File: config.mk
export PLATFORM = sky130hd
export DESIGN_NAME = shift_sequencer
export DESIGN_NICKNAME = d
export VERILOG_FILES = /design/src/rtl/alu_shift_pkg.sv /design/src/rtl/shift_step.sv /design/src/rtl/shift_sequencer.sv
export SDC_FILE = /design/constraint.sdc
export NUM_CORES = 1
export LEC_CHECK = 0
export ABC_AREA = 1
export CAP_MARGIN = 10
export CELL_PAD_IN_SITES_DETAIL_PLACEMENT = 0
export CELL_PAD_IN_SITES_GLOBAL_PLACEMENT = 1
export CORE_UTILIZATION = 39
export DETAILED_ROUTE_END_ITERATION = 10
export HOLD_SLACK_MARGIN = 0.08
export PLACE_DENSITY = 0.95
export SLEW_MARGIN = 10
export SYNTH_ARGS = -nofsm -noshare
export SYNTH_HDL_FRONTEND = slang
export SYNTH_SLANG_ARGS = --single-unit
File: constraint.sdc
create_clock -name clk -period 2.6 [get_ports clk]
set_input_delay 0.39 -clock clk [delete_from_list [all_inputs] [get_ports clk]]
set_output_delay 0.39 -clock clk [all_outputs]
set_load 0.005 [all_outputs]
File: src/rtl/alu_shift_pkg.sv
// Shared types for the ALU shift path: shift operation encoding and the
// sequencer's control states.
package alu_shift_pkg;

  typedef enum logic [1:0] {
    SLL  = 2'b00,
    SRL  = 2'b01,
    SRA  = 2'b10,
    RSVD = 2'b11
  } shift_op_t;

  typedef enum logic [1:0] {
    IDLE  = 2'b00,
    SHIFT = 2'b01,
    DONE  = 2'b10
  } state_t;

endpackage

File: src/rtl/shift_step.sv
// One reusable right-shift stage: shifts by 2**step when enabled, filling the
// vacated MSBs with 'fill'. Left shifts are handled by the caller through bit
// reversal, so only a right shifter is needed here.
module shift_step #(
  parameter int WIDTH   = 32,
  parameter int SHAMT_W = $clog2(WIDTH)
) (
  input  logic [WIDTH-1:0]   in,
  input  logic [SHAMT_W-1:0] step,
  input  logic               en,
  input  logic               fill,
  output logic [WIDTH-1:0]   out
);

  logic [2*WIDTH-1:0] ext;
  logic [SHAMT_W-1:0] amt;

  // Extend the operand with fill bits above it so the shift pulls them in.
  always_comb begin
    amt = SHAMT_W'(1) << step;
    ext = {{WIDTH{fill}}, in};
    out = en ? WIDTH'(ext >> amt) : in;
  end

endmodule

File: src/rtl/shift_sequencer.sv
// Multi-cycle shift controller: accepts one SLL/SRL/SRA request, applies one
// power-of-two stage per clock gated by successive shamt bits, then holds the
// result until the consumer takes it. Latency is fixed at SHAMT_W cycles.
module shift_sequencer
  import alu_shift_pkg::*;
#(
  parameter int WIDTH   = 32,
  parameter int SHAMT_W = $clog2(WIDTH)
) (
  input  logic               clk,
  input  logic               rst,
  input  logic               in_valid,
  output logic               in_ready,
  input  logic [WIDTH-1:0]   in_data,
  input  logic [SHAMT_W-1:0] in_shamt,
  input  logic [1:0]         in_op,
  output logic               out_valid,
  input  logic               out_ready,
  output logic [WIDTH-1:0]   out_data,
  output logic               out_err,
  output logic               busy
);

  state_t             state, next_state;
  logic [SHAMT_W-1:0] step;
  logic [WIDTH-1:0]   acc;
  logic [SHAMT_W-1:0] shamt_r;
  shift_op_t          op_r;
  shift_op_t          in_op_t;
  logic               fill_r;
  logic [WIDTH-1:0]   in_rev;
  logic [WIDTH-1:0]   acc_rev;
  logic [WIDTH-1:0]   stage_out;
  logic               stage_en;
  logic               last_step;

  assign in_op_t = shift_op_t'(in_op);

  // Bit reversal turns a left shift into a right shift on the way in and back
  // again on the way out.
  for (genvar i = 0; i < WIDTH; i++) begin : g_rev
    assign in_rev[i]  = in_data[WIDTH-1-i];
    assign acc_rev[i] = acc[WIDTH-1-i];
  end

  // Reserved ops pass through every stage untouched.
  assign stage_en  = (|(shamt_r & (SHAMT_W'(1) << step))) && (op_r != RSVD);
  assign last_step = (step == SHAMT_W'(SHAMT_W - 1));

  shift_step #(
    .WIDTH   (WIDTH),
    .SHAMT_W (SHAMT_W)
  ) u_step (
    .in   (acc),
    .step (step),
    .en   (stage_en),
    .fill (fill_r),
    .out  (stage_out)
  );

  // Control state register.
  always_ff @(posedge clk) begin
    if (rst) begin
      state <= IDLE;
    end else begin
      state <= next_state;
    end
  end

  // Datapath: capture the request on accept, then walk the stages.
  always_ff @(posedge clk) begin
    if (rst) begin
      step    <= '0;
      acc     <= '0;
      shamt_r <= '0;
      op_r    <= SLL;
      fill_r  <= 1'b0;
    end else begin
      case (state)
        IDLE: begin
          if (in_valid) begin
            acc     <= (in_op_t == SLL) ? in_rev : in_data;
            shamt_r <= in_shamt;
            op_r    <= in_op_t;
            fill_r  <= (in_op_t == SRA) ? in_data[WIDTH-1] : 1'b0;
            step    <= '0;
          end
        end
        SHIFT: begin
          acc  <= stage_out;
          step <= last_step ? '0 : step + 1'b1;
        end
        default: begin
        end
      endcase
    end
  end

  // Next-state and handshake outputs.
  always_comb begin
    next_state = state;
    in_ready   = 1'b0;
    out_valid  = 1'b0;
    case (state)
      IDLE: begin
        in_ready = 1'b1;
        if (in_valid) next_state = SHIFT;
      end
      SHIFT: begin
        if (last_step) next_state = DONE;
      end
      DONE: begin
        out_valid = 1'b1;
        if (out_ready) next_state = IDLE;
      end
      default: begin
        next_state = IDLE;
      end
    endcase
  end

  assign busy     = (state != IDLE);
  assign out_data = (op_r == SLL) ? acc_rev : acc;
  assign out_err  = (op_r == RSVD);

endmodule

== Yosys cells after proc, flatten, opt, wreduce, memory -nomap -nowiden ==
Cells that the tools add are included.
Cells by class
  reductions and logical operators: 11
  bitwise logic cells: 1
  shift-type cells: 2
  multipliers: 0
  $add $sub $neg: 1
  mux-type cells: 15
  equal/unequal tests: 10
  magnitude comparators: 0
  divide/modulo/power cells: 0
Operators with widths (count)
  $mux W32: 4
  $pmux W32 S2: 1
  $shr A64 B5 Y32: 1
  $mux W5: 2
  $pmux W5 S2: 1
  $ne A2 B2 Y1 const B: 4
  $eq A2 B2 Y1 const B: 3
  $logic_not A2 Y1: 3
  $mux W2: 3
  $pmux W2 S3: 1
  $reduce_and A3 Y1: 2
  $add A5 B1 Y5 const B: 1
  $and A5 B5 Y5: 1
  $eq A5 B3 Y1 const B: 1
  $reduce_or A5 Y1: 1
  $shl A1 B5 Y5 const A: 1
  $reduce_and A2 Y1: 2
  $reduce_bool A2 Y1: 2
  $mux W1: 3
  $eq A2 B1 Y1 const B: 1
  $ne A2 B1 Y1 const B: 1
  $logic_and A1 B1 Y1: 1
Storage, ports and cells
  bits in latches: 0
  logic and storage cells: 46
  memories: 0
  ROM bits: 0
  bits in registers: 47
  bits in writable memories: 0
  output and inout bits: 36

== Longest topological paths before layout ==
  depth in word-level cells: 6
  gate-level depth with buffers: 14
  mapped depth without buffers: 14

== Cells and area by module ==
A second synthesis with hierarchy kept.
Unflattened totals
  cell total of the unflattened synthesis: 1022
  area, all modules: 5293.8 um^2
By module, submodules not included
  shift_sequencer: times used 1, seq. area each 940.9 um^2, area each 2912.8 um^2, cells an instance 508
  shift_step: times used 1, seq. area each 0.0 um^2, area each 2381.0 um^2, cells an instance 514

== Worst setup path before layout ==
Ideal clock, no wire load.
  kind: reg2reg
  start point: register step[2]
  end point: register acc[12]
  slack: 0.912 ns
  arrival time: 1.571 ns
  path buffers: 1
  setup time: 0.117 ns
  cell stages (with the launch flop): 14
  cell sequence: dfxtp_1 nor2_4 inv_1 nor2_2 buf_4 nand2_1 nand2_1 nand2_1 nand3_1 nand2_1 o21ai_0 nand2_1 nor2_1 nor2_1
Between the ends
  word-level cells in the longest chain between the ends: 6
  elaborated cells on any way between the ends: 9
  classes of those cells: eq/ne (1); shift (2); mux (2); bitwise (1); reduce/logical (3)
Ends and longest elaborated chain
  start: declaration: line shift_sequencer.sv:25  | logic [SHAMT_W-1:0] step;
  start signal: assignment: line shift_sequencer.sv:91  | step <= last_step ? '0 : step + 1'b1;
  $shl A1 B5 Y5 *: line shift_step.sv:20, shift_sequencer.sv:47
  branches (longest 5 deep; another with $shr A64 B5 Y32)
  end signal: assignment: line shift_sequencer.sv:82  | acc <= (in_op_t == SLL) ? in_rev : in_data;
  end signal: assignment: line shift_sequencer.sv:90  | acc <= stage_out;
  end: declaration: line shift_sequencer.sv:26  | logic [WIDTH-1:0] acc;
Mark *: on every way between the ends. The select of a mux whose other input is x is not followed.
A chain may end at the register's enable or synchronous reset.

== Final worst setup path ==
  start point: register step[2]
  end point: register acc[10]
The elaborated chain is that of the path after synthesis.

==> results.txt <==
Post-DP HPWL: 12400 um
Total GRT Usage: 27.91%
cell type contributing the most total cell area after synthesis: dfxtp_1
WS Path Type: reg -> reg
adder-cell area share of the yosys netlist: 0.5533%
final core occ: 50.54%
number of clock sinks: 47
Tightest Pin Transition: 501.9 ps
top post-synthesis cells by area: dfxtp_1 21%, nand2_1 17%, nand3_1 14%, o21ai_0 12%, nor2_1 9.2%
total area of multi-input combinational cells: 3065 um2
combinational family with the most area after synthesis: simple AND/OR/NAND/NOR gates
floorplan die height: 109.7 um
vias in the first global route: 4846
Synthesized Nets: 887
final worst setup slack: 246.0 ps
share of async-settable or async-resettable flops after synthesis: 0%
number of buffers inserted during clock tree synthesis: 5
storage element area: 940.9 um2
end of the critical path: acc[10]
leakage: 2.454 nW
remaining design rule violation count: 0
worst slack at placement: 272.7 ps
TritonRoute pass-1 iters: 5
crit path launch: step[2]
share of the synthesized netlist area taken by xor and xnor gates: 0.1936%
initial DRC count: 714
htree depth: 2
largest net degree at the start of global routing: 65
Post-Synthesis Cells: 842
hold-fix buffers at CTS: 0
FMAX: 0.4248 GHz
area added between synthesis and finish: 23.79%
capture point of the worst reg-to-reg path: acc[10]
total placed instance area: 5444 um2
worst reg2reg startpoint: step[2]
number of synthesized flops with an enable pin: 0
power density of the placed cells: 509.4 nW/um2
sum of negative setup slack: 0 ps
type of the worst min-delay path: reg -> reg
floorplan core area: 11080 um2
maximum clock insertion buffer count: 2
Startpoint Class: register
TritonCTS clock tree: yes
minimum clock period: 2354 ps
detailed-route via count: 5752
final count of negative-setup-slack endpoints: 0
later-pin clock latency in the skew report: 300 ps
Max-Slew Margin vs Limit: 66.50%
Die Width: 109.7 um
Top FF cell, synth: dfxtp_1
count of buffers added by post-CTS timing repair for setup: 0
most frequent cells in the layout: 206 x nand2_1, 128 x nand3_1, 109 x nor2_1
post-synthesis area per instance: 5.372 um2
leading cell type in the layout, fill and taps excluded: nand2_1
Die ar.: 12030 um2
proportion of synthesized area in mux cells: 0%
Final Max Slew Viols: 0
wire length after detailed routing: 16200 um
number of buffers inserted by port buffering: 78
count of maximum capacitance violations: 0
crit path max fanout: 29
Post-Synthesis Cell Area: 4523 um2
# rows: 38
final cell area excluding filler cells: 5599 um2
fraction of final layout cells sized beyond drive strength 1: 4.927%
average via count per standard cell: 5.568
Reg clk slew, reported paths: 70 ps
ant diodes: 0
weighted congestion reported at the end of routability-driven placement: 0.9931
buffer cell driving the clock tree root: clkbuf_16
worst-case reg-to-reg path depth: 12
top-level I/O count: 79
critical path required time: 2830 ps
synthesized-area fraction occupied by ao, oa, aoi and oai cells: 21.88%
clk_skew: 5.110 ps
synthesis warning total: 0
distinct cell type count after synthesis: 29
total gr overflow: 0
Worst EP arrival: 2590 ps
unrepaired setup endpoints after global routing: false
run status: completed
sequential-to-total area share from yosys stat: 20.80%
initial cell density of the core: 40.83%
global-route wire length before repair: 25620 um
nets@finish: 937
Crit. End Element: register
synthesized flop and latch total: 47
Avg WL per Cell: 15.68 um
Max IR drop VDD: 0.2721 mV
Fillers: 1194
final critical-path share of the clock period: 90.54%
remaining antenna violation count after routing: 0
reg-to-reg slack, setup: 250 ps
number of antenna violations at the first check in global routing: 0
simple-gate share of the synthesized area: 44.92%
top-area cell type share of the netlist area: 20.80%
Hold Fails Final Rpt: 0
## timing repair
item / 4_1_cts / 5_1_grt
endpoints found under the setup margin: 0 / 10
endpoints found under the hold margin: 0 / 0
resized for setup: 0 / 1
## critical path: stages (launching register included)
cell     delay [ps]
dfxtp_1         360
nor2_4          240
nand3_2         230
nor2_2          160
buf_4           340
inv_1           300
nand3_1         190
nand3_1          90
nand2_1         100
nand2_1          70
nand2_1          70
nor2_1           40
nor2_1           80
## synth_stat cells (all sizes together), types with 2 or more instances
cell    count
o21ai     114
o211ai     16
nand4      14
nor3        2
clkbuf     30
a21oi      55
ha          2
inv        74
nand2     208
dfxtp      47
nand3     131
nor2      116
buf        25
## kinds of logic after synthesis
group                    after synthesis
XOR/XNOR                               1
adder cells (fa/ha/maj)                2
AO/OA/AOI/OAI                        188
AND/OR/NAND/NOR                      474
flip-flops                            47
buffers and inverters                130
## report_power, final
part	switching [W]	internal [W]	leakage, nW
sequential	0.0000837	0.000791	0.388
combinational	0.000771	0.000518	1.99
clock	0.000302	0.000386	0.0741
total	0.00116	0.00170	2.45
## cell type report
class	instances	share of cell area (%)
multi-input cells	665	54.75
flip-flops and latches	47	16.80
inverters	75	5.095
well taps	140	3.128
clock buffers	7	2.547
repair buffers	98	17.52
clock inverters	1	0.1564
## stage by stage
stage	total power, W	hold WS (ps)	instances
6_report	0.002852	493.5	1033
5_1_grt	0.003032	530.5	1033
2_1_floorplan	0.001653	455.4	842
3_5_place_dp	0.002156	482.8	1025
4_1_cts	0.002831	498.7	1033
3_3_place_gp	0.002152	471.3	1025
## how the worst min path moves through the flow
stage          startpoint         end  slack [ps]  depth (start not counted)
2_1_floorplan  shamt_r[0]  shamt_r[0]         460                          2
3_3_place_gp   shamt_r[0]  shamt_r[0]         470                          2
3_5_place_dp   shamt_r[0]  shamt_r[0]         480                          2
4_1_cts        shamt_r[0]  shamt_r[0]         500                          2
5_1_grt        shamt_r[0]  shamt_r[0]         530                          2
6_report       shamt_r[1]  shamt_r[1]         490                          2
## flip-flops by register name, summed over array words and instances, names as in the netlist
signal,count
step,5
acc,32
state,2
fill_r,1
shamt_r,5
op_r,2
## routing by layer
metal  up-vias  global-route usage (%)  part of all wire (%)
met4         0                   8.762                   1.9
met1      2532                   40.82                    46
li1       2898                       -                     -
met5         -                       0                     0
met2       295                   40.75                    43
met3        27                   5.394                   9.1
Power figures use the tool's default switching activity.
==> RTL change (same settings) <==
`WIDTH` is set to 32 in 2 places; all go to 16.
--- a/src/rtl/shift_step.sv
+++ b/src/rtl/shift_step.sv
@@ -2,7 +2,7 @@
 // vacated MSBs with 'fill'. Left shifts are handled by the caller through bit
 // reversal, so only a right shifter is needed here.
 module shift_step #(
-  parameter int WIDTH   = 32,
+  parameter int WIDTH   = 16,
   parameter int SHAMT_W = $clog2(WIDTH)
 ) (
   input  logic [WIDTH-1:0]   in,
--- a/src/rtl/shift_sequencer.sv
+++ b/src/rtl/shift_sequencer.sv
@@ -4,7 +4,7 @@
 module shift_sequencer
   import alu_shift_pkg::*;
 #(
-  parameter int WIDTH   = 32,
+  parameter int WIDTH   = 16,
   parameter int SHAMT_W = $clog2(WIDTH)
 ) (
   input  logic               clk,
Interface: changed (resized in_data, in_shamt and out_data); port bits go from 79 to 46. No check against the original RTL was run, so the function may have changed too.
==> RTL change against the original RTL <==
  * The flow now finishes with violations (design-rule violations)
  * Clock power shrank 27%
  * Setup slack improved by 210 ps
  * Clock skew grew 4.3 ps
  * Sequential cell count fell by 18
  * Cell area fell by 42%
  * Wire length down 53%
  * Total power is 41% lower
  * Area after synthesis fell by 41%
  * Critical endpoint is now out_data[3]
  * Highest routed layer unchanged
==> RTL change: results (changes against the original RTL) <==
.. list-table::
   :header-rows: 1

   * - Metric
     - Value
   * - Outcome
     - finished, violations left
   * - Failing checks
     - design-rule violations
   * - Final estimated routing congestion in global placement
     - 0.912 (-8.2%)
   * - Time the final worst path needs with I/O delays and setup
     - 2150 ps (-208 ps)
   * - Number of detailed-routing iterations run before antenna repair
     - 7 (+2)
   * - Post-placement cell count
     - 557 (-46%)
   * - Post-detailed-routing wire length
     - 7640 um (-53%)
   * - Fill cell total of the finished layout
     - 682 (-43%)
   * - Share of final-layout standard cells stronger than drive strength 1
     - 13.1% (+8.2 points)
   * - Number of remaining DRC errors
     - 4 (+4)
   * - Number of flip-flops in the largest register
     - 16 (-50%)
   * - Wire length of the first global-routing pass
     - 12,800 um (-50%)
   * - Pin count of the biggest net entering global routing
     - 33 (-49%)
   * - Cell Area, Placed
     - 0.00312 sq mm (-43%)
   * - Worst Reg-to-Reg Cells
     - 9 (-3)
   * - Flop-to-flop setup slack
     - 680 ps (+430 ps)
   * - Worst-path maximum fanout
     - 32 (+10%)
   * - Leading cell types by total area after synthesis
     - dfxtp_1, nand2_1, nand3_1
   * - Vias in the first global route
     - 2,674 (-45%)
   * - Worst clock skew
     - 9.37 ps (+4.26 ps)
   * - Placed wire-length estimate after detailed placement
     - 5960 um (-52%)
   * - Setup crit end
     - out_data[3]
   * - RR Startpoint
     - step[1]
   * - All-Layer GR Usage
     - 22.3% (-5.6 points)
   * - Port Buffer Count
     - 45 (-42%)
   * - Leakage component of the power
     - 1.50 nW (-39%)
   * - Detailed-route vias per instance
     - 5.30 (-4.8%)
   * - Worst path arrival time
     - 1760 ps (-830 ps)
   * - Root Buffer Master
     - clkbuf_8
   * - Register area share after synthesis
     - 21.7% (+0.90 points)
   * - Final net count
     - 514 (-45%)
   * - Destination of the worst register-to-register timing path
     - acc[4]
   * - Number of nets produced by synthesis
     - 476 (-46%)
   * - Starting DRT DRC Count
     - 212 (-70%)
   * - DP Worst Slack
     - 695 ps (+422 ps)
   * - Transition at the pin with the smallest max-transition slack
     - 517 ps (+15.5 ps)
   * - Mapped Avg Cell Area
     - 5.96 sq um (+11%)
   * - Max rail drop VDD
     - 276 uV (+1.3%)
[RTL change: cell type report]
cell class / instances / area, sq um / share of cell area [%]
clock inverter: 2 / 37.5 / 1.16
tap: 77 / 96.3 / 2.97
timing repair buffer: 52 / 503 / 15.5
inverter: 41 / 154 / 4.75
sequential: 29 / 581 / 17.9
clock buffer: 6 / 82.6 / 2.55
multi-input combinational: 358 / 1790 / 55.1
[RTL change: report_power, final]
group | leakage (nW) | switching, mW | internal (mW) | total [mW]
Clock | 0.0574 | 0.188 | 0.311 | 0.500
Sequential | 0.239 | 0.0462 | 0.484 | 0.530
Combinational | 1.20 | 0.384 | 0.273 | 0.656
[RTL change: kinds of logic (layout without fill, tap and decap cells)]
kind of cell	count (synthesis)	count (layout)	synth area share [%]
and+or+nand+nor	276	276	50.2
adders and majority gates	1	1	0.468
DFF	29	29	21.7
AOI/OAI and AO/OA	80	80	15.7
muxes	1	1	0.374
buffers and inverters	62	101	11.6
[RTL change: worst min path at each step]
stage / from / endpoint / slack [ps] / cells after the start
finish: op_r[1] / op_r[1] / 490 / 2
global route: op_r[1] / op_r[1] / 510 / 2
CTS: op_r[1] / op_r[1] / 490 / 2
detailed placement: op_r[1] / op_r[1] / 480 / 2
global placement: op_r[1] / op_r[1] / 470 / 2
floorplan: shamt_r[0] / shamt_r[0] / 460 / 2
[RTL change: routing by layer]
| layer | wire [um] | global-route usage, % |
|---|---|---|
| met3 | 388 | 3.11 |
| met5 | 0 | 0 |
| met1 | 3620 | 31.2 |
| met4 | 78 | 5.08 |
| met2 | 3550 | 36.5 |
[RTL change: critical path, cell delays in order (launching register included)]
cell,delay (ps)
dfxtp_1,330
nor2_1,140
buf_4,290
nor2_1,70
a21oi_1,130
clkdlybuf4s50_1,520
